## src/rtl/ws_array_feeder_pkg.sv

```systemverilog
// ---------------------------------------------------------------------------
// ws_pkg : shared types and helpers for the weight-stationary array feeder.
//   state_t     : sequencer FSM states (IDLE / LOAD / STREAM / DRAIN)
//   cnt_width() : width of a counter able to hold 0..ARRAY_SIZE,
//                 i.e. $clog2(ARRAY_SIZE+1)
//   PERF_W      : width of the optional performance counters
//                 (WS_FEEDER_PERF_CNT_EN)
// ---------------------------------------------------------------------------
package ws_pkg;

    typedef enum logic [1:0] {
        IDLE   = 2'd0,
        LOAD   = 2'd1,
        STREAM = 2'd2,
        DRAIN  = 2'd3
    } state_t;

    localparam int unsigned PERF_W = 32;
    typedef logic [PERF_W-1:0] perf_cnt_t;

    function automatic int unsigned cnt_width(input int unsigned n);
        return $clog2(n + 1);
    endfunction

endpackage

```

## src/rtl/ws_array_feeder_if.sv

```systemverilog
// ---------------------------------------------------------------------------
// ws_array_feeder_if : upstream valid/ready bus into the array feeder.
//   s_w_valid/s_w_ready/s_w_data : weight rows, slice c -> PE column c
//   s_f_valid/s_f_ready/s_f_data : fmap vectors, slice r -> PE row r
//   s_f_last                     : final fmap vector of the tile
//   modport master : upstream producer
//   modport slave  : ws_array_feeder
// ---------------------------------------------------------------------------
interface ws_array_feeder_if #(
    parameter int unsigned DATA_WIDTH = 8,
    parameter int unsigned ARRAY_SIZE = 4
);
    logic                             s_w_valid;
    logic                             s_w_ready;
    logic [ARRAY_SIZE*DATA_WIDTH-1:0] s_w_data;
    logic                             s_f_valid;
    logic                             s_f_ready;
    logic [ARRAY_SIZE*DATA_WIDTH-1:0] s_f_data;
    logic                             s_f_last;

    modport master (
        output s_w_valid, s_w_data, s_f_valid, s_f_data, s_f_last,
        input  s_w_ready, s_f_ready
    );

    modport slave (
        input  s_w_valid, s_w_data, s_f_valid, s_f_data, s_f_last,
        output s_w_ready, s_f_ready
    );
endinterface

```

## src/rtl/ws_array_feeder_skew_line.sv

```systemverilog
// ---------------------------------------------------------------------------
// skew_line : DEPTH-stage delay chain for one PE row (data + valid).
//   clk, rstn : clock, synchronous active-low reset
//   i_data    : row data in          i_vld : row valid in
//   o_data    : data delayed DEPTH   o_vld : valid delayed DEPTH
// DEPTH = 0 is a straight pass-through.
// ---------------------------------------------------------------------------
module skew_line #(
    parameter int unsigned DATA_WIDTH = 8,
    parameter int unsigned DEPTH      = 0
) (
    input  logic                  clk,
    input  logic                  rstn,
    input  logic [DATA_WIDTH-1:0] i_data,
    input  logic                  i_vld,
    output logic [DATA_WIDTH-1:0] o_data,
    output logic                  o_vld
);
    generate
        if (DEPTH == 0) begin : g_pass
            logic w_unused_clk_rst;
            assign w_unused_clk_rst = clk & rstn;
            assign o_data = i_data;
            assign o_vld  = i_vld;
        end else begin : g_chain
            logic [DATA_WIDTH-1:0] r_data [DEPTH];
            logic [DEPTH-1:0]      r_vld;

            always_ff @(posedge clk) begin
                if (!rstn) begin
                    for (int unsigned i = 0; i < DEPTH; i++) r_data[i] <= '0;
                    r_vld <= '0;
                end else begin
                    r_data[0] <= i_data;
                    r_vld[0]  <= i_vld;
                    for (int unsigned i = 1; i < DEPTH; i++) begin
                        r_data[i] <= r_data[i-1];
                        r_vld[i]  <= r_vld[i-1];
                    end
                end
            end

            assign o_data = r_data[DEPTH-1];
            assign o_vld  = r_vld[DEPTH-1];
        end
    endgenerate
endmodule

```

## src/rtl/ws_array_feeder.sv

```systemverilog
// ---------------------------------------------------------------------------
// ws_array_feeder : front-end sequencer for an ARRAY_SIZE x ARRAY_SIZE
// weight-stationary systolic array. Preloads a weight tile, then streams
// fmap vectors into the left edge with a triangular skew (row r delayed r),
// drains the skew and pulses o_done.
//   clk, rstn   : clock, synchronous active-low reset
//   bus (slave) : weight / fmap valid-ready streams (ws_array_feeder_if)
//   o_load      : broadcast weight-load enable
//   o_weight    : top-of-column weights
//   o_fmap      : left-of-row fmap, skewed
//   o_fmap_vld  : per-row valid, skewed like o_fmap
//   o_busy      : FSM not in IDLE
//   o_done      : one-cycle pulse at end of drain
// Optional (macro WS_FEEDER_PERF_CNT_EN):
//   o_stall_cnt   : STREAM cycles with no fmap offered
//   o_tile_cycles : cycles from leaving IDLE up to and including o_done
// ---------------------------------------------------------------------------
module ws_array_feeder
    import ws_pkg::*;
#(
    parameter int unsigned DATA_WIDTH = 8,
    parameter int unsigned ARRAY_SIZE = 4
) (
    input  logic                             clk,
    input  logic                             rstn,
    ws_array_feeder_if.slave                 bus,
    output logic                             o_load,
    output logic [ARRAY_SIZE*DATA_WIDTH-1:0] o_weight,
    output logic [ARRAY_SIZE*DATA_WIDTH-1:0] o_fmap,
    output logic [ARRAY_SIZE-1:0]            o_fmap_vld,
    output logic                             o_busy,
    output logic                             o_done
`ifdef WS_FEEDER_PERF_CNT_EN
    ,
    output perf_cnt_t                        o_stall_cnt,
    output perf_cnt_t                        o_tile_cycles
`endif
);
    localparam int unsigned      CW          = cnt_width(ARRAY_SIZE);
    localparam logic [CW-1:0]    C_ROWS      = CW'(ARRAY_SIZE);
    localparam logic [CW-1:0]    C_DRAIN_END = CW'(ARRAY_SIZE - 1);

    state_t                           r_state, w_next;
    logic [CW-1:0]                    r_cnt, w_cnt_nxt;
    logic                             r_w_ready, r_f_ready;
    logic                             w_w_hs, w_f_hs;
    logic                             r_load;
    logic [ARRAY_SIZE*DATA_WIDTH-1:0] r_weight;
    logic [ARRAY_SIZE*DATA_WIDTH-1:0] r_in_data;
    logic                             r_in_vld;

    assign w_w_hs        = bus.s_w_valid & r_w_ready;
    assign w_f_hs        = bus.s_f_valid & r_f_ready;
    assign bus.s_w_ready = r_w_ready;
    assign bus.s_f_ready = r_f_ready;

    // r_cnt counts accepted weight rows in IDLE/LOAD and drain cycles in DRAIN.
    always_ff @(posedge clk) begin
        if (!rstn) begin
            r_state   <= IDLE;
            r_cnt     <= '0;
            r_w_ready <= 1'b0;
            r_f_ready <= 1'b0;
        end else begin
            r_state   <= w_next;
            r_cnt     <= w_cnt_nxt;
            // Readies are registered from the next state so they are a pure
            // state decode and read 0 in the cycle following reset.
            r_w_ready <= (w_next == IDLE) || (w_next == LOAD);
            r_f_ready <= (w_next == STREAM);
        end
    end

    always_comb begin
        w_next    = r_state;
        w_cnt_nxt = r_cnt;
        o_busy    = 1'b0;
        o_done    = 1'b0;
        unique case (r_state)
            IDLE: begin
                if (w_w_hs) begin
                    w_cnt_nxt = CW'(1);
                    w_next    = (ARRAY_SIZE == 1) ? STREAM : LOAD;
                end
            end
            LOAD: begin
                o_busy = 1'b1;
                if (w_w_hs) begin
                    w_cnt_nxt = r_cnt + 1'b1;
                    if (w_cnt_nxt == C_ROWS) w_next = STREAM;
                end
            end
            STREAM: begin
                o_busy = 1'b1;
                if (w_f_hs && bus.s_f_last) begin
                    w_next    = DRAIN;
                    w_cnt_nxt = '0;
                end
            end
            DRAIN: begin
                o_busy = 1'b1;
                // Last DRAIN cycle: final vector is leaving row N-1 now.
                if (r_cnt == C_DRAIN_END) begin
                    o_done = 1'b1;
                    w_next = IDLE;
                end else begin
                    w_cnt_nxt = r_cnt + 1'b1;
                end
            end
            default: w_next = IDLE;
        endcase
    end

    always_ff @(posedge clk) begin
        if (!rstn) begin
            r_load    <= 1'b0;
            r_weight  <= '0;
            r_in_data <= '0;
            r_in_vld  <= 1'b0;
        end else begin
            r_load <= w_w_hs;
            if (w_w_hs) r_weight <= bus.s_w_data;
            // Idle STREAM cycles (and DRAIN) inject a zero bubble.
            r_in_data <= w_f_hs ? bus.s_f_data : '0;
            r_in_vld  <= w_f_hs;
        end
    end

    assign o_load   = r_load;
    assign o_weight = r_weight;

    for (genvar r = 0; r < ARRAY_SIZE; r++) begin : g_row
        skew_line #(
            .DATA_WIDTH (DATA_WIDTH),
            .DEPTH      (r)
        ) u_skew (
            .clk    (clk),
            .rstn   (rstn),
            .i_data (r_in_data[r*DATA_WIDTH +: DATA_WIDTH]),
            .i_vld  (r_in_vld),
            .o_data (o_fmap[r*DATA_WIDTH +: DATA_WIDTH]),
            .o_vld  (o_fmap_vld[r])
        );
    end

`ifdef WS_FEEDER_PERF_CNT_EN
    perf_cnt_t r_stall_cnt, r_tile_cycles;

    always_ff @(posedge clk) begin
        if (!rstn) begin
            r_stall_cnt   <= '0;
            r_tile_cycles <= '0;
        end else if (r_state == IDLE && w_next != IDLE) begin
            r_stall_cnt   <= '0;
            r_tile_cycles <= '0;
        end else begin
            if (r_state == STREAM && !bus.s_f_valid && r_stall_cnt != '1)
                r_stall_cnt <= r_stall_cnt + 1'b1;
            if (r_state != IDLE && r_tile_cycles != '1)
                r_tile_cycles <= r_tile_cycles + 1'b1;
        end
    end

    assign o_stall_cnt   = r_stall_cnt;
    assign o_tile_cycles = r_tile_cycles;
`endif
endmodule
```

## src/flat_wrapper.sv

```systemverilog
// flat-port wrapper written by rule: the top's interface ports become plain ports
module ws_array_feeder_flat import ws_pkg::*;
#(
    parameter int unsigned DATA_WIDTH = 8,
    parameter int unsigned ARRAY_SIZE = 4
)
  (clk, rstn, o_load, o_weight, o_fmap, o_fmap_vld, o_busy, o_done, bus_s_w_valid, bus_s_w_data, bus_s_f_valid, bus_s_f_data, bus_s_f_last, bus_s_w_ready, bus_s_f_ready);
  ws_array_feeder_if #(.DATA_WIDTH(DATA_WIDTH), .ARRAY_SIZE(ARRAY_SIZE)) bus_i ();
  input  logic clk;
  input  logic rstn;
  output logic o_load;
  output logic [ARRAY_SIZE*DATA_WIDTH-1:0] o_weight;
  output logic [ARRAY_SIZE*DATA_WIDTH-1:0] o_fmap;
  output logic [ARRAY_SIZE-1:0] o_fmap_vld;
  output logic o_busy;
  output logic o_done;
  input wire logic [$bits(bus_i.s_w_valid)-1:0] bus_s_w_valid;
  input wire logic [$bits(bus_i.s_w_data)-1:0] bus_s_w_data;
  input wire logic [$bits(bus_i.s_f_valid)-1:0] bus_s_f_valid;
  input wire logic [$bits(bus_i.s_f_data)-1:0] bus_s_f_data;
  input wire logic [$bits(bus_i.s_f_last)-1:0] bus_s_f_last;
  output wire logic [$bits(bus_i.s_w_ready)-1:0] bus_s_w_ready;
  output wire logic [$bits(bus_i.s_f_ready)-1:0] bus_s_f_ready;
  assign bus_i.s_w_valid = bus_s_w_valid;
  assign bus_i.s_w_data = bus_s_w_data;
  assign bus_i.s_f_valid = bus_s_f_valid;
  assign bus_i.s_f_data = bus_s_f_data;
  assign bus_i.s_f_last = bus_s_f_last;
  assign bus_s_w_ready = bus_i.s_w_ready;
  assign bus_s_f_ready = bus_i.s_f_ready;
  ws_array_feeder #(.DATA_WIDTH(DATA_WIDTH), .ARRAY_SIZE(ARRAY_SIZE)) u_core (.clk(clk), .rstn(rstn), .bus(bus_i), .o_load(o_load), .o_weight(o_weight), .o_fmap(o_fmap), .o_fmap_vld(o_fmap_vld), .o_busy(o_busy), .o_done(o_done));
endmodule
```

## config.mk

```make
export PLATFORM = sky130hd
export DESIGN_NAME = ws_array_feeder_flat
export DESIGN_NICKNAME = d
export VERILOG_FILES = /design/src/rtl/ws_array_feeder_pkg.sv /design/src/rtl/ws_array_feeder_if.sv /design/src/rtl/ws_array_feeder_skew_line.sv /design/src/rtl/ws_array_feeder.sv /design/src/flat_wrapper.sv
export SDC_FILE = /design/constraint.sdc
export NUM_CORES = 1
export LEC_CHECK = 0
export BUFFER_PORTS_ARGS = -buffer_cell sky130_fd_sc_hd__buf_2
export CAP_MARGIN = 15
export CORE_MARGIN = 1.5
export CORE_UTILIZATION = 30
export CTS_BUF_LIST = sky130_fd_sc_hd__clkbuf_16
export DETAILED_ROUTE_END_ITERATION = 12
export SLEW_MARGIN = 10
export SYNTH_ARGS = -nofsm -noshare
export SYNTH_HDL_FRONTEND = slang
export SYNTH_SLANG_ARGS = --single-unit
```

## constraint.sdc

```tcl
create_clock -name clk -period 1.5 [get_ports clk]
set_clock_uncertainty 0.1 [all_clocks]
set_input_delay 0.3 -clock clk [delete_from_list [all_inputs] [get_ports clk]]
set_output_delay 0.3 -clock clk [all_outputs]
set_load 0.02 [all_outputs]
```

# --- Yosys cells after proc, flatten, opt, wreduce, memory -nomap -nowiden ---
# Memories as Yosys holds them, arrays and structs flattened.
# Cells that the tools add are included.
# Widths: inputs -> output; s select.
word_totals:
  rom_bits: 0
  output_inout_bits: 73
  ram_bits: 48
  word_cells: 64
  memories: 3
  latchBits: 0
  reg_bits: 79
op_classes:
  addsub: 1
  div_mod_pow: 0
  mul: 0
  n_mux: 23
  eq_ne: 11
  magnitude_cmp: 0
  shifts: 0
  n_reduce_logical: 8
  bitwise: 7
mem_list:
  columns: ["memory", "words", "word_bits", "read_ports", "rd_ports_with_merged_regs", "write_ports", "line", "source"]
  rows:
  - ["u_core.g_row[3].u_skew.g_chain.r_data", 3, 8, 3, 0, 3, "ws_array_feeder_skew_line.sv:26", "logic [DATA_WIDTH-1:0] r_data [DEPTH];"]
  - ["u_core.g_row[2].u_skew.g_chain.r_data", 2, 8, 2, 0, 2, "ws_array_feeder_skew_line.sv:26", null]
  - ["u_core.g_row[1].u_skew.g_chain.r_data", 1, 8, 1, 0, 1, "ws_array_feeder_skew_line.sv:26", null]
ops:
  columns: ["op", "n"]
  rows:
  - ["$mux 8", 6]
  - ["$mux 3", 4]
  - ["$pmux 3 s4", 1]
  - ["$mux 2", 5]
  - ["$pmux 2 s4", 1]
  - ["$reduce_or 8->1", 1]
  - ["$eq 2x2->1 const B", 3]
  - ["$mux 1", 6]
  - ["$ne 2x1->1 const B", 3]
  - ["$or 1x1->1", 5]
  - ["$eq 2x1->1 const B", 2]
  - ["$logic_not 2->1", 2]
  - ["$reduce_and 4->1", 1]
  - ["$add 3x1->3 const B", 1]
  - ["$eq 3x2->1 const B", 1]
  - ["$eq 3x3->1 const B", 1]
  - ["$reduce_or 3->1", 1]
  - ["$and 1x1->1", 2]
  - ["$ne 2x2->1 const B", 1]
  - ["$reduce_and 2->1", 1]
  - ["$logic_and 1x1->1", 1]
  - ["$logic_or 1x1->1", 1]

# --- Longest topological paths before layout ---
# Gate-level depths: netlist of the first run.
depth:
  depth_word: 7
  ltp_mapped: 5
  ltp_nobuf: 5

# --- Hierarchy ---
# A second synthesis of the first run with hierarchy kept.
unflattened:
  cells_unflattened: 389
  area_unflattened_um2: 4186.5
modules_own_cells:
  columns: ["mod", "n_inst", "area_each_um2", "cells_each", "seq_area_each_um2"]
  rows:
  - ["ws_array_feeder", 1, 2502.4, 253, 1461.4]
  - ["skew_line at u_core.g_row[3].u_skew", 1, 818.3, 64, 540.5]
  - ["skew_line at u_core.g_row[2].u_skew", 1, 561.8, 45, 360.3]
  - ["skew_line at u_core.g_row[1].u_skew", 1, 236.5, 18, 180.2]
  - ["skew_line at u_core.g_row[0].u_skew", 1, 67.6, 9, 0.0]

# --- Worst setup path after synthesis of the first run ---
# Ideal clock, no wire load.
synth_timing:
  path_kind: "register to register"
  from: "register u_core.r_cnt[0]"
  to: "register u_core.r_w_ready, in the netlist u_core.bus.s_w_ready"
  setup_time_ps: 115
  t_required_ps: 1285
  path_stages_with_launch: 6
  arrival_ps: 1299
  path_slack_ps: -14
  cell_sequence: "dfxtp_1 > ha_1 > ha_1 > and4b_1 > o211ai_1 > and2_1"
synth_via:
  elab_chain_len: 7
  elab_cells_between_ends: 10
synth_rtl:
  columns: ["item", "line", "source"]
  rows:
  - ["start: declaration", "ws_array_feeder.sv:44", "logic [CW-1:0] r_cnt, w_cnt_nxt;"]
  - ["start signal: assignment", "ws_array_feeder.sv:66", "r_cnt <= w_cnt_nxt;"]
  - ["$add 3x1->3", "ws_array_feeder.sv:89", "w_cnt_nxt = r_cnt + 1'b1;"]
  - ["$eq 3x3->1", "ws_array_feeder.sv:90", "if (w_cnt_nxt == C_ROWS) w_next = STREAM;"]
  - ["$mux 2", "ws_array_feeder.sv:90", null]
  - ["$mux 2", "ws_array_feeder.sv:88", "if (w_w_hs) begin"]
  - ["$pmux 2 s4 (*)", "ws_array_feeder.sv:79", "unique case (r_state)"]
  - ["$eq 2x1->1 or $logic_not 2->1 (tied branches)", "ws_array_feeder.sv:69", "r_w_ready <= (w_next == IDLE) || (w_next == LOAD);"]
  - ["$logic_or 1x1->1 (*)", "ws_array_feeder.sv:69", null]
  - ["end signal: assignment", "ws_array_feeder.sv:69", null]
  - ["end: declaration", "ws_array_feeder.sv:45", "logic r_w_ready, r_f_ready;"]
# Every way passes the cells marked *; elsewhere a longest branch is shown, timed or not.
# A chain may end at the register's enable or synchronous reset.

# --- Worst setup path in the final report of the first run ---
layout_timing:
  from: "register u_core.r_cnt[1]"
  to: "output o_done"
layout_via:
  elab_chain_len: 3
layout_rtl:
  columns: ["item", "line", "source"]
  rows:
  - ["$eq 3x2->1", "ws_array_feeder.sv:103", "if (r_cnt == C_DRAIN_END) begin"]
  - ["$mux 1", "ws_array_feeder.sv:103", null]
  - ["$mux 1", "ws_array_feeder.sv:79", null]
  - ["end: declaration", "flat_wrapper.sv:16", "output logic o_done;"]
# Every way passes these cells.

==> results of run 1 <==
==> cell type report <==
class	count	area share, %
sequential	124	44.0
timing repair buffer	188	20.7
multi-input combinational	212	21.5
clock buffer	17	7.51
clock inverter	15	2.23
inverter	3	0.199
tap	172	3.80
==> per-layer routing <==
layer	track usage (%)	vias to the layer above	part of all wire, %
li1	-	1505	-
met1	13.9	1332	42
met2	20.4	89	50
met3	4.31	11	5.6
met4	8.23	0	2.0
met5	0	-	0
==> path summary, 6_finish.rpt <==
kind | slack, ps | depth (start not counted) | start | end
worst min-delay path | 30 | 2 | bus_s_f_data[20] | u_core.r_in_data[20]$_SDFF_PN0_
worst min register to register | 330 | 1 | u_core.r_in_data[25]$_SDFF_PN0_ | u_core.g_row[3].u_skew.g_chain.r_data[0][1]$_SDFF_PN0_
worst max-delay path | -170 | 5 | u_core.r_cnt[1]$_SDFFE_PN0P_ | o_done
worst max register to register | 10 | 5 | u_core.r_cnt[1]$_SDFFE_PN0P_ | u_core.bus.s_f_ready$_SDFF_PN0_
==> registers in the layout (all words and copies together) (netlist names) <==
| name | count |
|---|---|
| u_core.g_row.u_skew.g_chain.r_data | 48 |
| u_core.bus.s_f_ready | 1 |
| u_core.o_load | 1 |
| u_core.bus.s_w_ready | 1 |
| u_core.g_row.u_skew.g_chain.r_vld | 3 |
| u_core.r_in_vld | 1 |
| u_core.o_weight | 32 |
| u_core.r_cnt | 3 |
| u_core.r_state | 2 |
| u_core.r_in_data | 32 |
==> cells by family (layout without fill, tap and decap cells) <==
logic type	count (synthesis)	count (layout)	share of synthesized area, %
simple gates	169	169	22.5
flops	124	124	63.1
buf+inv	44	223	7.09
compound gates	36	36	5.31
mux	4	4	1.02
fa+ha+maj	3	3	0.954
==> report_power, final <==
part / internal (mW) / switching, mW / leakage, nW / total (mW)
registers: 3.34 / 0.0255 / 1.01 / 3.37
logic: 0.212 / 0.207 / 1.36 / 0.419
clock network: 2.26 / 1.44 / 0.254 / 3.71
==> worst max-delay path: cells and delay by family (launching register included) <==
family	cells	cell delay (ps)
AND/OR/NAND/NOR	1	60
buffers and inverters	2	160
adder cells (fa/ha/maj)	2	310
flip-flops	1	330
==> placed cells by master (no fill, tap or decap), drive strengths merged <==
master	count
buf	157
nand3	3
o21a	1
inv	6
nand4bb	1
and2	85
nand3b	2
clkbuf	17
clkinv	5
and4b	1
nand2	69
nor3	1
bufinv	1
dfxtp	124
a21oi	32
clkinvlp	6
mux2i	4
nor2	2
dlygate4sd3	31
or2	1
and3	2
o221ai	1
nand2b	1
nor3b	1
ha	3
o211ai	2
==> through the flow <==
step	cells	setup WS [ps]	instance area [sq um]
2_1_floorplan	380	8.41	3940
3_3_place_gp	662	4.22	4690
3_5_place_dp	662	-49.8	4690
4_1_cts	730	-185	5640
5_1_grt	731	-221	5660
6_report	731	-173	5660
==> what timing repair did <==
action | in CTS | in global routing
hold buffers | 30 | 1
endpoints found under the hold margin | 30 | 1
pin swaps | 3 | 3
gates resized for setup | 16 | 2
setup endpoints to repair | 4 | 6
setup buffers | 6 | 1
==> impl_metrics.py, run 1 <==
metrics = {
    "outcome": {
        "status": "complete, but fails checks",
        "violations": "setup timing",
    },
    "floorplanning": {
        "num_rows": 41,
        "io_pins": 142,
        "core-area_sq_um": 12700,
        "die_h_microns": 118,
        "fp.dieW_microns": 118,
        "initial_utilization_pct": 30.9,
        "dieArea_sq_um": 13800,
    },
    "layout": {
        "fin_util_pct": 44.5,
        "multiInputGateArea_sq_um": 1220,
        "final_layout_size_suffix_gt1_share_pct": 35.4,
        "area_growth_pct": 43.9,
        "nNetsFinal": 618,
        "antenna_cells_inserted": 0,
        "nFillCells": 1237,
        "register_area_sq_um": 2490,
    },
    "synth": {
        "yosysMostFrequentCell": "dfxtp_1",
        "yosysSeqAreaShare_pct": 63.1,
        "synth_area_leaders": "dfxtp_1 (63%), and2_1 (14%), nand2_1 (6.6%)",
        "synth_cell_types": 26,
        "synth_top_area_cell": "dfxtp_1",
        "synth_top_area_share_pct": 63.1,
        "synthesis.area_sq_um": 3940,
        "ys_warn_count": 0,
        "ys_ff_latch": 124,
        "synthTopCellsByCount": "dfxtp_1 (124), and2_1 (85), nand2_1 (69)",
        "async_flop_share_pct": 0,
        "synth.avg_cell_area_sq_um": 10.4,
        "synth_ff_type": "dfxtp_1",
        "synth_nets": 452,
        "synth-edff-count": 0,
        "syn_inst": 380,
    },
    "grt": {
        "grt_pass1_wl_mm": 13.5,
        "grt_max_degree": 52,
        "grtUsageTotal_pct": 12.5,
        "antenna_found_initial": 0,
        "grt_overflow": 0,
        "grt_pass1_vias": 2908,
    },
    "critical_path": {
        "required_ps": 1100,
        "cp.arrival_ps": 1270,
        "path_max_fanout": 2,
        "cp-end-kind": "output port",
        "crit_top_cell": "ha_4",
        "worst_path_max_delay_cell": "dfxtp_2",
        "worstSetupPathType": "reg2out",
        "cpPeakStageDelay_ps": 330,
        "worstPathCellList": "ha_4 -> ha_4 -> nand3_2 -> inv_2 -> buf_6",
        "cp-start-kind": "flip-flop",
    },
    "sta": {
        "max_slew_margin_pct": 76.1,
        "finalCriticalPeriod_ps": 1670,
        "hold_viol": 0,
        "fin_crit_sh_pct": 112,
        "holdWs_ps": 26.4,
        "drv_slew": 0,
        "setup_viol": 2,
        "worst_slack_ps": -173,
        "rsz0062_at_grt": "yes",
        "fmax_mhz": 598,
        "setup_tns_ps": -213,
        "tightestPinTransition_ps": 359,
    },
    "routing": {
        "drc_errors": 0,
        "first_pass_iters": 4,
        "wl_per_cell_microns": 11.2,
        "vias_per_cell": 4.02,
        "routed-via-count": 2937,
        "first_iter_violations": 149,
        "wl_mm": 8.18,
        "postRouteAntennaNets": 0,
    },
    "power": {
        "peakVddDrop_mv": 0.503,
        "total_power_mw": 7.49,
        "p_leak_nw": 2.62,
        "p_per_area_nw_per_um2": 1320,
    },
    "placement": {
        "port_buffers": 141,
        "gp_congestion": 0.709,
        "hpwlAfterDp_mm": 5.49,
    },
    "clock_tree": {
        "cts_max_level": 4,
        "path_clk_slew_ps": 50,
        "clock-root-buffer": "clkbuf_16",
        "cts_buffers": 17,
        "cts_tree": "done",
        "insertion_delay_ps": 410,
        "clock_path_buffers": 2,
        "cts.sinks": 124,
    },
    "flow_run": {
        "max_cap_violations": 0,
    },
    "hold_path": {
        "hp-class": "in2reg",
    },
}
Power figures use the tool's default switching activity.
==> run 2, diff against run 1 <==
PLACE_DENSITY = 0.5   (was default)
SKIP_CTS_REPAIR_TIMING = 1   (was default)
clock period = 1.79 ns   (was 1.5 ns; I/O delays follow)
==> run 2 against run 1 <==
- the flow now finishes without violations
- critical path type unchanged
- largest cell class unchanged
- worst setup slack improved by 170 ps
- first-iteration DRC count fell by 26%
- total power fell by 19%
==> impl_metrics.py, run 2 (same netlist as run 1, synthesis figures left out) <==
metrics = {
    "layout": {
        "top_register": "u_core.g_row.u_skew.g_chain.r_data",
        "area_growth_pct": 33.5,
        "mostFrequentLayoutCell": "buf_2",
        "nNetsFinal": 581,
        "final_cell_mix": "buf_2 (140), dfxtp_1 (121), and2_1 (85), nand2_1 (69), a21oi_1 (32)",
        "largest_reg_flops": 48,
        "fin_util_pct": 41.3,
        "instances_no_fill": 693,
        "final_layout_size_suffix_gt1_share_pct": 35.8,
    },
    "clock_tree": {
        "path_clk_slew_ps": 50,
        "clock_path_buffers": 2,
        "insertion_delay_ps": 410,
        "cts_buffers": 17,
        "cts_max_level": 4,
        "clock-root-buffer": "clkbuf_16",
        "cts.sinks": 124,
        "cts_tree": "done",
    },
    "floorplanning": {
        "fp.dieW_microns": 118,
        "die_h_microns": 118,
        "io_pins": 142,
        "initial_utilization_pct": 30.9,
        "dieArea_sq_um": 13800,
        "core-area_sq_um": 12700,
        "num_rows": 41,
    },
    "sta": {
        "fin_crit_sh_pct": 99.9,
        "drv_slew": 0,
        "setup_viol": 0,
        "tightestPinTransition_ps": 377,
        "finalCriticalPeriod_ps": 1790,
        "fmax_mhz": 559,
        "max_slew_margin_pct": 74.9,
        "rsz0062_at_grt": "yes",
        "hold_viol": 0,
        "setup_tns_ps": 0,
    },
    "critical_path": {
        "path_max_fanout": 3,
        "cp-end-kind": "output port",
        "worstSetupPathType": "reg2out",
        "cp-start-kind": "flip-flop",
        "cp.arrival_ps": 1330,
        "required_ps": 1330,
    },
    "outcome": {
        "status": "finished clean",
    },
    "routing": {
        "wl_mm": 7.79,
        "drc_errors": 0,
        "postRouteAntennaNets": 0,
        "first_pass_iters": 7,
        "wl_per_cell_microns": 11.2,
        "first_iter_violations": 110,
        "vias_per_cell": 4.05,
        "routed-via-count": 2806,
    },
    "power": {
        "p_per_area_nw_per_um2": 1150,
        "p_leak_nw": 2.47,
        "peakVddDrop_mv": 0.554,
        "total_power_mw": 6.07,
    },
    "grt": {
        "antenna_found_initial": 0,
        "grt_pass1_wl_mm": 12.5,
        "grt_max_degree": 52,
        "grtUsageTotal_pct": 11.8,
        "grt_pass1_vias": 2616,
        "grt_overflow": 0,
    },
    "placement": {
        "post-place-cells": 659,
        "hpwlAfterDp_mm": 5.17,
        "port_buffers": 141,
        "gp_congestion": 0.729,
    },
    "hold_path": {
        "hp-class": "in2reg",
    },
    "flow_run": {
        "max_cap_violations": 0,
    },
}
[run 2: path summary, 6_finish.rpt]
| path | from | endpoint | slack (ps) | cells after the start |
|---|---|---|---|---|
| worst min-delay path | bus_s_f_data[8] | u_core.r_in_data[8]$_SDFF_PN0_ | 50 | 2 |
| worst min register to register | u_core.g_row[3].u_skew.g_chain.r_data[0][10]$_SDFF_PN0_ | u_core.g_row[3].u_skew.g_chain.r_data[0][18]$_SDFF_PN0_ | 330 | 1 |
| worst max register to register | u_core.r_cnt[1]$_SDFFE_PN0P_ | u_core.bus.s_w_ready$_SDFF_PN0_ | 260 | 5 |
| worst max-delay path | u_core.r_cnt[1]$_SDFFE_PN0P_ | o_done | 2 | 5 |
[run 2: metal layers]
layer | global-route usage (%) | up-vias | wire, microns
met1 | 13.9 | 1257 | 3550
met5 | 0 | - | 0
met4 | 7.32 | 0 | 170
met3 | 5.52 | 12 | 568
met2 | 17.2 | 103 | 3500
li1 | - | 1434 | -
[run 2: critical path, cell delays in order (launching register included)]
cell and delay, ps:
dfxtp_4 350, ha_4 160, ha_4 160, nand3_4 90, inv_2 40, buf_6 120
[run 2: final cells by class]
type,count,area (sq um)
inverter,3,11.3
fill,1324,7470
multi-input combinational,212,1210
timing repair buffer,151,812
sequential,124,2490
antenna,1,2.50
clock buffer,17,425
tap,172,215
clock inverter,13,87.6
[run 2: where the power goes]
part	leakage [nW]	switching [mW]	internal [mW]
combinational	1.20	0.159	0.121
sequential	1.00	0.0243	2.80
clock	0.265	1.11	1.84
total	2.47	1.30	4.77
[run 2: stage by stage]
stage,hold WS [ps],cell area (sq um),worst slack [ps]
2_1_floorplan,312,3940,276
3_5_place_dp,318,4670,191
3_3_place_gp,315,4670,239
4_1_cts,25.1,5180,-217
6_report,46.7,5250,1.95
5_1_grt,23.3,5250,-52.8
